--- src/rtl/uoram_pkg.sv ---
// Shared backend command encodings, frontend FSM state type and width helpers
// for the unified-ORAM frontend blocks.
package uoram_pkg;

  localparam logic [1:0] BECMD_Update  = 2'd0;
  localparam logic [1:0] BECMD_Read    = 2'd1;
  localparam logic [1:0] BECMD_ReadRmv = 2'd2;
  localparam logic [1:0] BECMD_Append  = 2'd3;

  typedef enum logic [1:0] {
    ST_IDLE,
    ST_LOOKUP,
    ST_WAIT,
    ST_ISSUE
  } fe_state_t;

  function automatic int clog2(input int v);
    int r;
    r = 0;
    for (int x = v - 1; x > 0; x = x >> 1) r++;
    return r;
  endfunction

  // Index width that never collapses to zero bits (single channel / single level).
  function automatic int idx_width(input int v);
    return (clog2(v) > 0) ? clog2(v) : 1;
  endfunction

endpackage

--- src/rtl/uoram_rr_arbiter.sv ---
// Round-robin arbiter: one-hot grant to the first requester at or after the
// pointer; on Advance the pointer moves just past the granted index.
module uoram_rr_arbiter
  import uoram_pkg::*;
#(
  parameter int N = 2
) (
  input  logic                    Clock,
  input  logic                    Reset,
  input  logic [N-1:0]            Request,
  input  logic                    Advance,
  output logic [N-1:0]            Grant,
  output logic [idx_width(N)-1:0] GrantIdx
);

  localparam int IW = idx_width(N);

  logic [IW-1:0]  ptr;
  logic [2*N-1:0] rot;
  logic [IW:0]    sum;

  // Scan from the highest offset down so the offset closest to the pointer wins.
  always_comb begin
    rot      = {Request, Request} >> ptr;
    sum      = '0;
    GrantIdx = '0;
    Grant    = '0;
    for (int j = N - 1; j >= 0; j--) begin
      if (rot[j]) begin
        sum = {1'b0, ptr} + (IW + 1)'(j);
        if (sum >= (IW + 1)'(N)) sum = sum - (IW + 1)'(N);
        GrantIdx = sum[IW-1:0];
      end
    end
    if (|Request) Grant = N'(1) << GrantIdx;
  end

  always_ff @(posedge Clock or negedge Reset) begin
    if (!Reset) begin
      ptr <= '0;
    end else if (Advance && |Request) begin
      ptr <= (GrantIdx == IW'(N - 1)) ? '0 : GrantIdx + 1'b1;
    end
  end

endmodule

--- src/rtl/uoram_multi_frontend.sv ---
// Multi-port ORAM frontend: arbitrates requests, walks the PosMap chain via PLB lookups,
// then issues backend commands deepest-first. Define UORAM_FAKE_PLB_MISS_EN to force misses.
module uoram_multi_frontend
  import uoram_pkg::*;
#(
  parameter int NumChannels   = 2,
  parameter int ORAMU         = 32,
  parameter int BECMDWidth    = 2,
  parameter int Recursion     = 3,
  parameter int LeafInBlock   = 16,
  parameter int NumValidBlock = 1024
) (
  input  logic                                Clock,
  input  logic                                Reset,
  input  logic [NumChannels-1:0]              CmdInValid,
  output logic [NumChannels-1:0]              CmdInReady,
  input  logic [NumChannels*BECMDWidth-1:0]   CmdIn,
  input  logic [NumChannels*ORAMU-1:0]        ProgAddrIn,
  output logic                                PLBReqValid,
  input  logic                                PLBReqReady,
  output logic [ORAMU-1:0]                    PLBReqAddr,
  input  logic                                PLBRespValid,
  input  logic                                PLBRespHit,
  output logic                                CmdOutValid,
  input  logic                                CmdOutReady,
  output logic [BECMDWidth-1:0]               CmdOut,
  output logic [ORAMU-1:0]                    AddrOut,
  output logic [idx_width(NumChannels)-1:0]   CmdOutChannel,
  output logic                                ErrValid,
  input  logic                                ErrReady,
  output logic [idx_width(NumChannels)-1:0]   ErrChannel,
  output logic [ORAMU-1:0]                    ErrAddr
);

  localparam int CW      = idx_width(NumChannels);
  localparam int DW      = idx_width(Recursion);
  localparam int LogLeaf = clog2(LeafInBlock);
  localparam logic [BECMDWidth-1:0] CmdRmv = BECMDWidth'(BECMD_ReadRmv);

  if (NumChannels < 1) begin : g_bad_channels
    $error("NumChannels must be at least 1");
  end
  if ((1 << LogLeaf) != LeafInBlock) begin : g_bad_leaf
    $error("LeafInBlock must be a power of 2");
  end
  if (64'(NumValidBlock) + 64'(NumValidBlock / LeafInBlock) * 64'(Recursion) >= (64'd1 << ORAMU))
  begin : g_bad_range
    $error("PosMap address space overflows ORAMU bits");
  end

  fe_state_t               state;
  logic [DW-1:0]           Depth;
  logic [ORAMU-1:0]        AddrQ [Recursion];
  logic [BECMDWidth-1:0]   cmd_q;
  logic [CW-1:0]           ch_q;

  logic [NumChannels-1:0]  arb_req;
  logic [NumChannels-1:0]  grant;
  logic [CW-1:0]           grant_idx;
  logic                    accept;
  logic [BECMDWidth-1:0]   sel_cmd;
  logic [ORAMU-1:0]        sel_addr;
  logic [ORAMU-1:0]        next_addr;
  logic [DW-1:0]           depth_inc;
  logic [DW-1:0]           depth_dec;
  logic                    resp_hit;

  // Reset gates the grant too, so CmdInReady is low while reset is asserted.
  assign arb_req    = CmdInValid & {NumChannels{(state == ST_IDLE) && !ErrValid && Reset}};
  assign CmdInReady = grant;
  assign accept     = |(CmdInValid & grant);
  assign sel_cmd    = CmdIn[int'(grant_idx) * BECMDWidth +: BECMDWidth];
  assign sel_addr   = ProgAddrIn[int'(grant_idx) * ORAMU +: ORAMU];
  assign depth_inc  = Depth + 1'b1;
  assign depth_dec  = Depth - 1'b1;
  assign next_addr  = ORAMU'(NumValidBlock) + (AddrQ[Depth] >> LogLeaf);

`ifdef UORAM_FAKE_PLB_MISS_EN
  assign resp_hit = (Depth == DW'(Recursion - 1));
`else
  assign resp_hit = PLBRespHit || (Depth == DW'(Recursion - 1));
`endif

  uoram_rr_arbiter #(.N(NumChannels)) u_arb (
    .Clock    (Clock),
    .Reset    (Reset),
    .Request  (arb_req),
    .Advance  (accept),
    .Grant    (grant),
    .GrantIdx (grant_idx)
  );

  always_ff @(posedge Clock or negedge Reset) begin
    if (!Reset) begin
      state         <= ST_IDLE;
      Depth         <= '0;
      cmd_q         <= '0;
      ch_q          <= '0;
      PLBReqValid   <= 1'b0;
      PLBReqAddr    <= '0;
      CmdOutValid   <= 1'b0;
      CmdOut        <= '0;
      AddrOut       <= '0;
      CmdOutChannel <= '0;
      ErrValid      <= 1'b0;
      ErrChannel    <= '0;
      ErrAddr       <= '0;
      for (int i = 0; i < Recursion; i++) AddrQ[i] <= '0;
    end else begin
      if (ErrValid && ErrReady) begin
        ErrValid   <= 1'b0;
        ErrChannel <= '0;
        ErrAddr    <= '0;
      end
      case (state)
        ST_IDLE: begin
          if (accept) begin
            cmd_q <= sel_cmd;
            ch_q  <= grant_idx;
            if (sel_addr >= ORAMU'(NumValidBlock)) begin
              ErrValid   <= 1'b1;
              ErrChannel <= grant_idx;
              ErrAddr    <= sel_addr;
            end else begin
              AddrQ[0]    <= sel_addr;
              Depth       <= '0;
              PLBReqValid <= 1'b1;
              PLBReqAddr  <= sel_addr;
              state       <= ST_LOOKUP;
            end
          end
        end
        ST_LOOKUP: begin
          if (PLBReqReady) begin
            PLBReqValid <= 1'b0;
            state       <= ST_WAIT;
          end
        end
        ST_WAIT: begin
          if (PLBRespValid) begin
            if (resp_hit) begin
              CmdOutValid   <= 1'b1;
              CmdOut        <= (Depth != '0) ? CmdRmv : cmd_q;
              AddrOut       <= AddrQ[Depth];
              CmdOutChannel <= ch_q;
              state         <= ST_ISSUE;
            end else begin
              AddrQ[depth_inc] <= next_addr;
              Depth            <= depth_inc;
              PLBReqValid      <= 1'b1;
              PLBReqAddr       <= next_addr;
              state            <= ST_LOOKUP;
            end
          end
        end
        ST_ISSUE: begin
          if (CmdOutReady) begin
            if (Depth != '0) begin
              Depth   <= depth_dec;
              CmdOut  <= (depth_dec != '0) ? CmdRmv : cmd_q;
              AddrOut <= AddrQ[depth_dec];
            end else begin
              CmdOutValid <= 1'b0;
              state       <= ST_IDLE;
            end
          end
        end
        default: state <= ST_IDLE;
      endcase
    end
  end

endmodule
--- config.mk ---
export PLATFORM = sky130hd
export DESIGN_NAME = uoram_multi_frontend
export DESIGN_NICKNAME = d
export VERILOG_FILES = /design/src/rtl/uoram_pkg.sv /design/src/rtl/uoram_rr_arbiter.sv /design/src/rtl/uoram_multi_frontend.sv
export SDC_FILE = /design/constraint.sdc
export NUM_CORES = 1
export LEC_CHECK = 0
export CAP_MARGIN = 20
export CORE_UTILIZATION = 57
export CTS_CLUSTER_DIAMETER = 80
export CTS_CLUSTER_SIZE = 20
export DETAILED_ROUTE_END_ITERATION = 10
export GPL_TIMING_DRIVEN = 1
export PLACE_DENSITY = 0.86
export SLEW_MARGIN = 10
export SYNTH_ARGS = -nofsm -noshare
export SYNTH_HDL_FRONTEND = slang
export SYNTH_SLANG_ARGS = --single-unit
--- constraint.sdc ---
create_clock -name Clock -period 4.9 [get_ports Clock]
set_input_delay 0.98 -clock Clock [delete_from_list [all_inputs] [get_ports Clock]]
set_output_delay 0.98 -clock Clock [all_outputs]
set_load 0.01 [all_outputs]
# --- Word-level counts from Yosys, hierarchy flattened ---
# Cells that the tools add are included.
totals:
  wordCells: 152
  inputBits: 77
  register_bits: 207
  output_inout_bits: 105
classes:
  eq_ne: 13
  bitwise_logic: 6
  n_reduce_logical: 25
  muxes: 73
  addsub: 7
  n_lt_le_gt_ge: 7
  shift: 4
op_table:
  columns: ["cell", "count"]
  rows:
  - ["two-way mux 32 bit", 17]
  - ["two-way mux 96 bit", 2]
  - ["case mux 32 bit (2 select lines)", 3]
  - ["binary-select mux 32 bit (select 2 bit)", 2]
  - ["bitwise mux 96 bit", 1]
  - ["demux 32 bit (select 2 bit)", 1]
  - ["indexed part select 64 x 7 -> 32 bit", 1]
  - ["two-way mux 2 bit", 20]
  - [">= comparator 32 x 11 -> 1 bit, second input constant", 1]
  - ["adder 11 x 28 -> 29 bit, first input constant", 1]
  - ["two-way mux 1 bit", 22]
  - ["!= test 2 bit, second input constant", 8]
  - ["AND reduction 5 bit", 3]
  - ["AND reduction 6 bit", 2]
  - [">= comparator 3 bit, second input constant", 3]
  - ["NOT 2 -> 3 bit", 3]
  - ["case mux 2 bit (4 select lines)", 1]
  - ["nonzero test 2 bit", 4]
  - ["AND reduction 7 bit", 1]
  - ["== test 2 bit, second input constant", 3]
  - ["case mux 2 bit (3 select lines)", 1]
  - ["AND reduction 3 bit", 2]
  - ["nonzero test 3 bit", 2]
  - ["logical AND 1 bit", 5]
  - ["other kinds (23)", 26]

# --- Longest topological paths before layout ---
logic_depth:
  depth_word: 13
  depth_mapped: 13
  mapped_depth_nobuf: 8

# --- Cells and area by module ---
# A second synthesis with hierarchy kept.
hier_totals:
  cells_unflattened: 1053
  hier_area_um2: 10017.1
modules_own_cells:
  columns: ["module", "area_each_um2", "seq_area_each_um2", "instances", "cells_per_inst"]
  rows:
  - ["uoram_multi_frontend", 9954.5, 5004.8, 1, 1046]
  - ["uoram_rr_arbiter", 62.6, 25.0, 1, 7]

# --- Least setup slack after synthesis ---
# Ideal clock, no wire load.
synth_path:
  kind: "reg-to-reg"
  startpoint: "reg Depth[0]"
  endpoint: "reg AddrOut[27]"
  t_arrival_ps: 2768
  required_time_ps: 4766
  stages_incl_launch_ff: 11
  path_slack_ps: 1998
  path_cell_list: "dfrtp_1 -> clkbuf_1 -> clkbuf_1 -> inv_1 -> ha_1 -> clkbuf_1 -> buf_1 -> mux2i_1 -> a21oi_1 -> o21ai_0 -> o21ai_0"
synth_between:
  elab_chain_len: 8
synth_lines:
  columns: ["item", "line", "rtl"]
  rows:
  - ["start, declared", "uoram_multi_frontend.sv:52", "logic [DW-1:0] Depth;"]
  - ["start signal, assigned", "uoram_multi_frontend.sv:149", "Depth <= depth_inc;"]
  - ["start signal, assigned", "uoram_multi_frontend.sv:159", "Depth <= depth_dec;"]
  - ["subtractor 2 x 1 -> 2 bit", "uoram_multi_frontend.sv:75", "assign depth_dec = Depth - 1'b1;"]
  - ["NOT 2 -> 3 bit (not written as such)", "uoram_multi_frontend.sv:161", "AddrOut <= AddrQ[depth_dec];"]
  - ["binary-select mux 32 bit (select 2 bit)", "uoram_multi_frontend.sv:161", null]
  - ["two-way mux 32 bit (not written as such) (2 in a row)", "uoram_multi_frontend.sv:161", null]
  - ["two-way mux 32 bit", "uoram_multi_frontend.sv:158", "if (Depth != '0) begin"]
  - ["two-way mux 32 bit", "uoram_multi_frontend.sv:157", "if (CmdOutReady) begin"]
  - ["case mux 32 bit (2 select lines)", "uoram_multi_frontend.sv:115", "case (state)"]
  - ["end signal, assigned", "uoram_multi_frontend.sv:144", "AddrOut <= AddrQ[Depth];"]
  - ["end signal, assigned", "uoram_multi_frontend.sv:161", null]
  - ["end, declared", "uoram_multi_frontend.sv:27", "output logic [ORAMU-1:0] AddrOut,"]
# Several ways; a longest one is shown, not always the timed one. The select of a mux whose other input is x is not followed.
# A chain may end at the register's enable or synchronous reset.

# --- Worst setup path in the final report ---
layout_path:
  startpoint: "in CmdInValid[1]"
  endpoint: "out CmdInReady[0]"
layout_between:
  elab_chain_len: 6
layout_lines:
  columns: ["item", "line", "rtl"]
  rows:
  - ["start, declared", "uoram_multi_frontend.sv:15", "input logic [NumChannels-1:0] CmdInValid,"]
  - ["AND 2 bit *", "uoram_multi_frontend.sv:69", "assign arb_req = CmdInValid & {NumChannels{(state == ST_IDLE) && !ErrValid && Reset}};"]
  - [">> shifter 4 x 1 -> 2 bit", "uoram_rr_arbiter.sv:24", "rot = {Request, Request} >> ptr;"]
  - ["two-way mux 1 bit (2 in a row)", "uoram_rr_arbiter.sv:29", "if (rot[j]) begin"]
  - ["left shift 1 x 1 -> 2 bit", "uoram_rr_arbiter.sv:35", "if (|Request) Grant = N'(1) << GrantIdx;"]
  - ["two-way mux 2 bit *", "uoram_rr_arbiter.sv:35", null]
  - ["end, declared", "uoram_multi_frontend.sv:16", "output logic [NumChannels-1:0] CmdInReady,"]
# Every way passes the cells marked *; elsewhere a longest branch is shown, timed or not.

==> impl_metrics.csv <==
group,metric,value,unit
yosys,synthTopCellsByArea,"dfrtp_1 (49%), mux2i_1 (9.7%), o21ai_0 (7.7%)",
sta,fin_ws,1.15,ns
setup_path,crit_chain,"clkdlybuf4s50_1, o21ai_0, nor2_1, clkdlybuf4s50_1",
cells_and_area,syn2layout_area_growth,22.7,%
pwr,vdd_drop_max,0.000385,V
sta,setup_tns,0,ns
floorplan,core_area,17400,µm²
setup_path,start_kind,"input pin",
yosys,ys_ff_latch,201,
placement,gp_congestion,0.870,
setup_path,endpoint_kind,"primary output",
floorplan,die_h,136,µm
pwr,power.internal,0.00399,W
status,status,"finished, final reports clean",
sta,hold_ws,0.363,ns
cells_and_area,regArea,5030,µm²
clock_tree,clock_latency,0.49,ns
floorplan,io_pins,182,
global_route,grt_pass1_vias,8442,
cells_and_area,multi_input_area,4740,µm²
clock_tree,cts_resized,0,
clock_tree,cts_sinks,201,
yosys,synth_common_cells,"dfrtp_1 (201), nand2_1 (191), o21ai_0 (156)",
setup_path,critical_path.max_fanout,5,
cells_and_area,nets,1294,
yosys,synth_area,10200,µm²
yosys,yosys_most_used_dff,"dfrtp_1",
clock_tree,numCtsBuffers,14,
pwr,power.leakage,5.68,nW
sta,tightest_slew,1.06,ns
drt,wirelength,27200,µm
yosys,synth_most_common_cell,"dfrtp_1",
sta,fin_crit,3.75,ns
yosys,synth-seq-area-share,0.494,
yosys,syn-num-nets,1158,
clock_tree,clk_pin_slew,0.08,ns
clock_tree,cts_tree,"done",
yosys,synth-edff-count,0,
yosys,yosys.area.top_type_share,0.494,
pwr,clkPwrFrac,0.174,
floorplan,dieArea,18400,µm²
clock_tree,cts_hold_buffers,0,
drt,drt_pass1_iterations,6,
global_route,grt_pass1_wl,43900,µm
sta,slew_violations,0,
placement,dp_hpwl,18700,µm
pwr,combPwrFrac,0.459,
clock_tree,cts_setup_buffers,0,
cells_and_area,drive_above_1_share,0.0710,
cells_and_area,fillers,1263,
yosys,async_reset_ff_frac,1.00,
pwr,p_seq_frac,0.367,
clock_tree,ctsLongestPathBuffers,3,
floorplan,num_rows,48,
cells_and_area,antenna_cells,0,
pwr,p_sw_frac,0.397,
sta,fin_worst_skew,0.0235,ns
yosys,syn_avg_cell_area,9.47,µm²
setup_path,crit_required,3.92,ns
setup_path,worstPathArrival,2.77,ns
sta,grt_setup_unrepaired,"no",
drt,post_drt_wl_per_cell,18.9,µm
clock_tree,clockRootBuffer,"clkbuf_16",
floorplan,die_w,136,µm
drt,drcViolationCount,0,
sta,finalSetupViolCount,0,
global_route,overflow,0,
floorplan,initial_utilization,0.587,
pwr,p_sw,0.00262,W
yosys,ys_warn_count,0,
placement,pre_cts_ws,1.12,ns
global_route,grt_use_total,0.307,
global_route,antenna_found_initial,0,
sta,hold_violations,0,
drt,drt_iter0_drc,768,
pwr,powerDensity,529,nW/µm²
drt,drtAntennaViolNets,0,
sta,slew_headroom,0.293,
yosys,yosysTopAreaCell,"dfrtp_1",
hold_path,hold_path_class,"in2async",
yosys,ys_types,56,
global_route,grt_max_degree,85,
drt,viasPerCell,6.05,
setup_path,max_stage_delay,0.63,ns
drt,num_vias,8692,
sta,fin_crit_sh,0.766,
setup_path,path_class,"in2out",
yosys,syn_inst,1075,
sta,fmax,267,MHz
clock_tree,htree_levels,1,
setup_path,cp_common_cell,"clkdlybuf4s50_1",
setup_path,cpMaxStageDelayCell,"o21ai_0",
job,cap_violations,0,
placement,port_buffers,181,
[layer usage]
metal | vias to the layer above | global-route usage | share of wire
met5 | - | 0 | 0
met4 | 0 | 0.106 | 0.023
met3 | 52 | 0.0584 | 0.075
met2 | 386 | 0.489 | 0.48
met1 | 4216 | 0.422 | 0.42
li1 | 4038 | - | -
[critical path, delay by kind of cell]
| family | cells | cell delay [ns] |
|---|---|---|
| AO/OA/AOI/OAI | 1 | 0.63 |
| AND/OR/NAND/NOR | 1 | 0.16 |
| buffers and inverters | 2 | 1.00 |
[per-stage QoR]
| stage | total power, W | area, µm² | utilization | std cells |
|---|---|---|---|---|
| after floorplan | 0.00421 | 10200 | - | 1075 |
| after global placement | 0.00532 | 12000 | 0.693 | 1417 |
| after detailed placement | 0.00540 | 12000 | 0.693 | 1417 |
| after CTS | 0.00658 | 12400 | 0.717 | 1434 |
| after global routing | 0.00700 | 12500 | 0.720 | 1437 |
| final | 0.00661 | 12500 | 0.720 | 1437 |
[power groups by stage]
stage,registers [W],logic [W],clock network (W)
2_1_floorplan,0.00249,0.00173,0
3_3_place_gp,0.00242,0.00290,0
3_5_place_dp,0.00244,0.00297,0
4_1_cts,0.00242,0.00300,0.00117
5_1_grt,0.00248,0.00330,0.00122
6_report,0.00242,0.00304,0.00115
[registers in the layout, indices dropped and copies added (netlist names)]
| register | count |
|---|---|
| ErrValid | 1 |
| Depth | 2 |
| AddrOut | 32 |
| cmd_q | 2 |
| CmdOutChannel | 1 |
| CmdOut | 2 |
| ErrAddr | 32 |
| ch_q | 1 |
| ErrChannel | 1 |
| state | 2 |
| PLBReqAddr | 32 |
| PLBReqValid | 1 |
| CmdOutValid | 1 |
| AddrQ | 90 |
| u_arb.ptr | 1 |
[worst paths after layout]
kind                                       to          start  slack (ns)  depth (start not counted)
worst max-delay path            CmdInReady[0]  CmdInValid[1]        1.15                          4
worst min-delay path              ErrAddr[27]          Reset        0.36                          1
worst max register to register    AddrOut[21]       Depth[1]        1.36                          7
worst min register to register           ch_q           ch_q        0.48                          2
max in group asynchronous         AddrOut[30]          Reset        2.81                          3
min in group Clock                       ch_q           ch_q        0.48                          2
[placed cells by master, fill, tap and decap left out, types with 3 or more instances in the layout]
cell type and n:
nor4_1 10, a21o_1 14, nor3_2 3, mux2_2 16
nor3_1 3, nand4_1 5, mux2i_1 99, o31ai_1 4
clkdlybuf4s50_1 180, dfrtp_1 200, xnor2_1 7, ha_1 5
and2_1 11, inv_1 7, nand2b_1 3, clkbuf_16 15
o2bb2ai_2 9, nand2_1 190, a221oi_1 8, buf_4 17
o21ai_0 156, o2bb2ai_1 5, nand3_1 39, o21ai_1 28
xor2_1 8, a21oi_1 84, nor2_1 43
[final cells by class]
cell class / count / share of cell area
tap: 225 / 0.0225
timing repair buffer: 201 / 0.160
clock buffer: 16 / 0.0311
multi-input combinational: 785 / 0.380
sequential: 201 / 0.403
inverter: 8 / 0.00250
clock inverter: 1 / 0.00160
[logic make-up (layout without fill, tap and decap cells)]
logic type / after synthesis / after routing / share of synthesized area
AOI/OAI and AO/OA: 321 / 321 / 0.181
xor gates and xnor gates: 17 / 17 / 0.0161
adders and majority gates: 6 / 6 / 0.00737
buffers and inverters: 89 / 226 / 0.0415
DFF: 201 / 201 / 0.494
muxes: 116 / 116 / 0.116
and+or+nand+nor: 325 / 325 / 0.144
Power figures use the tool's default switching activity.
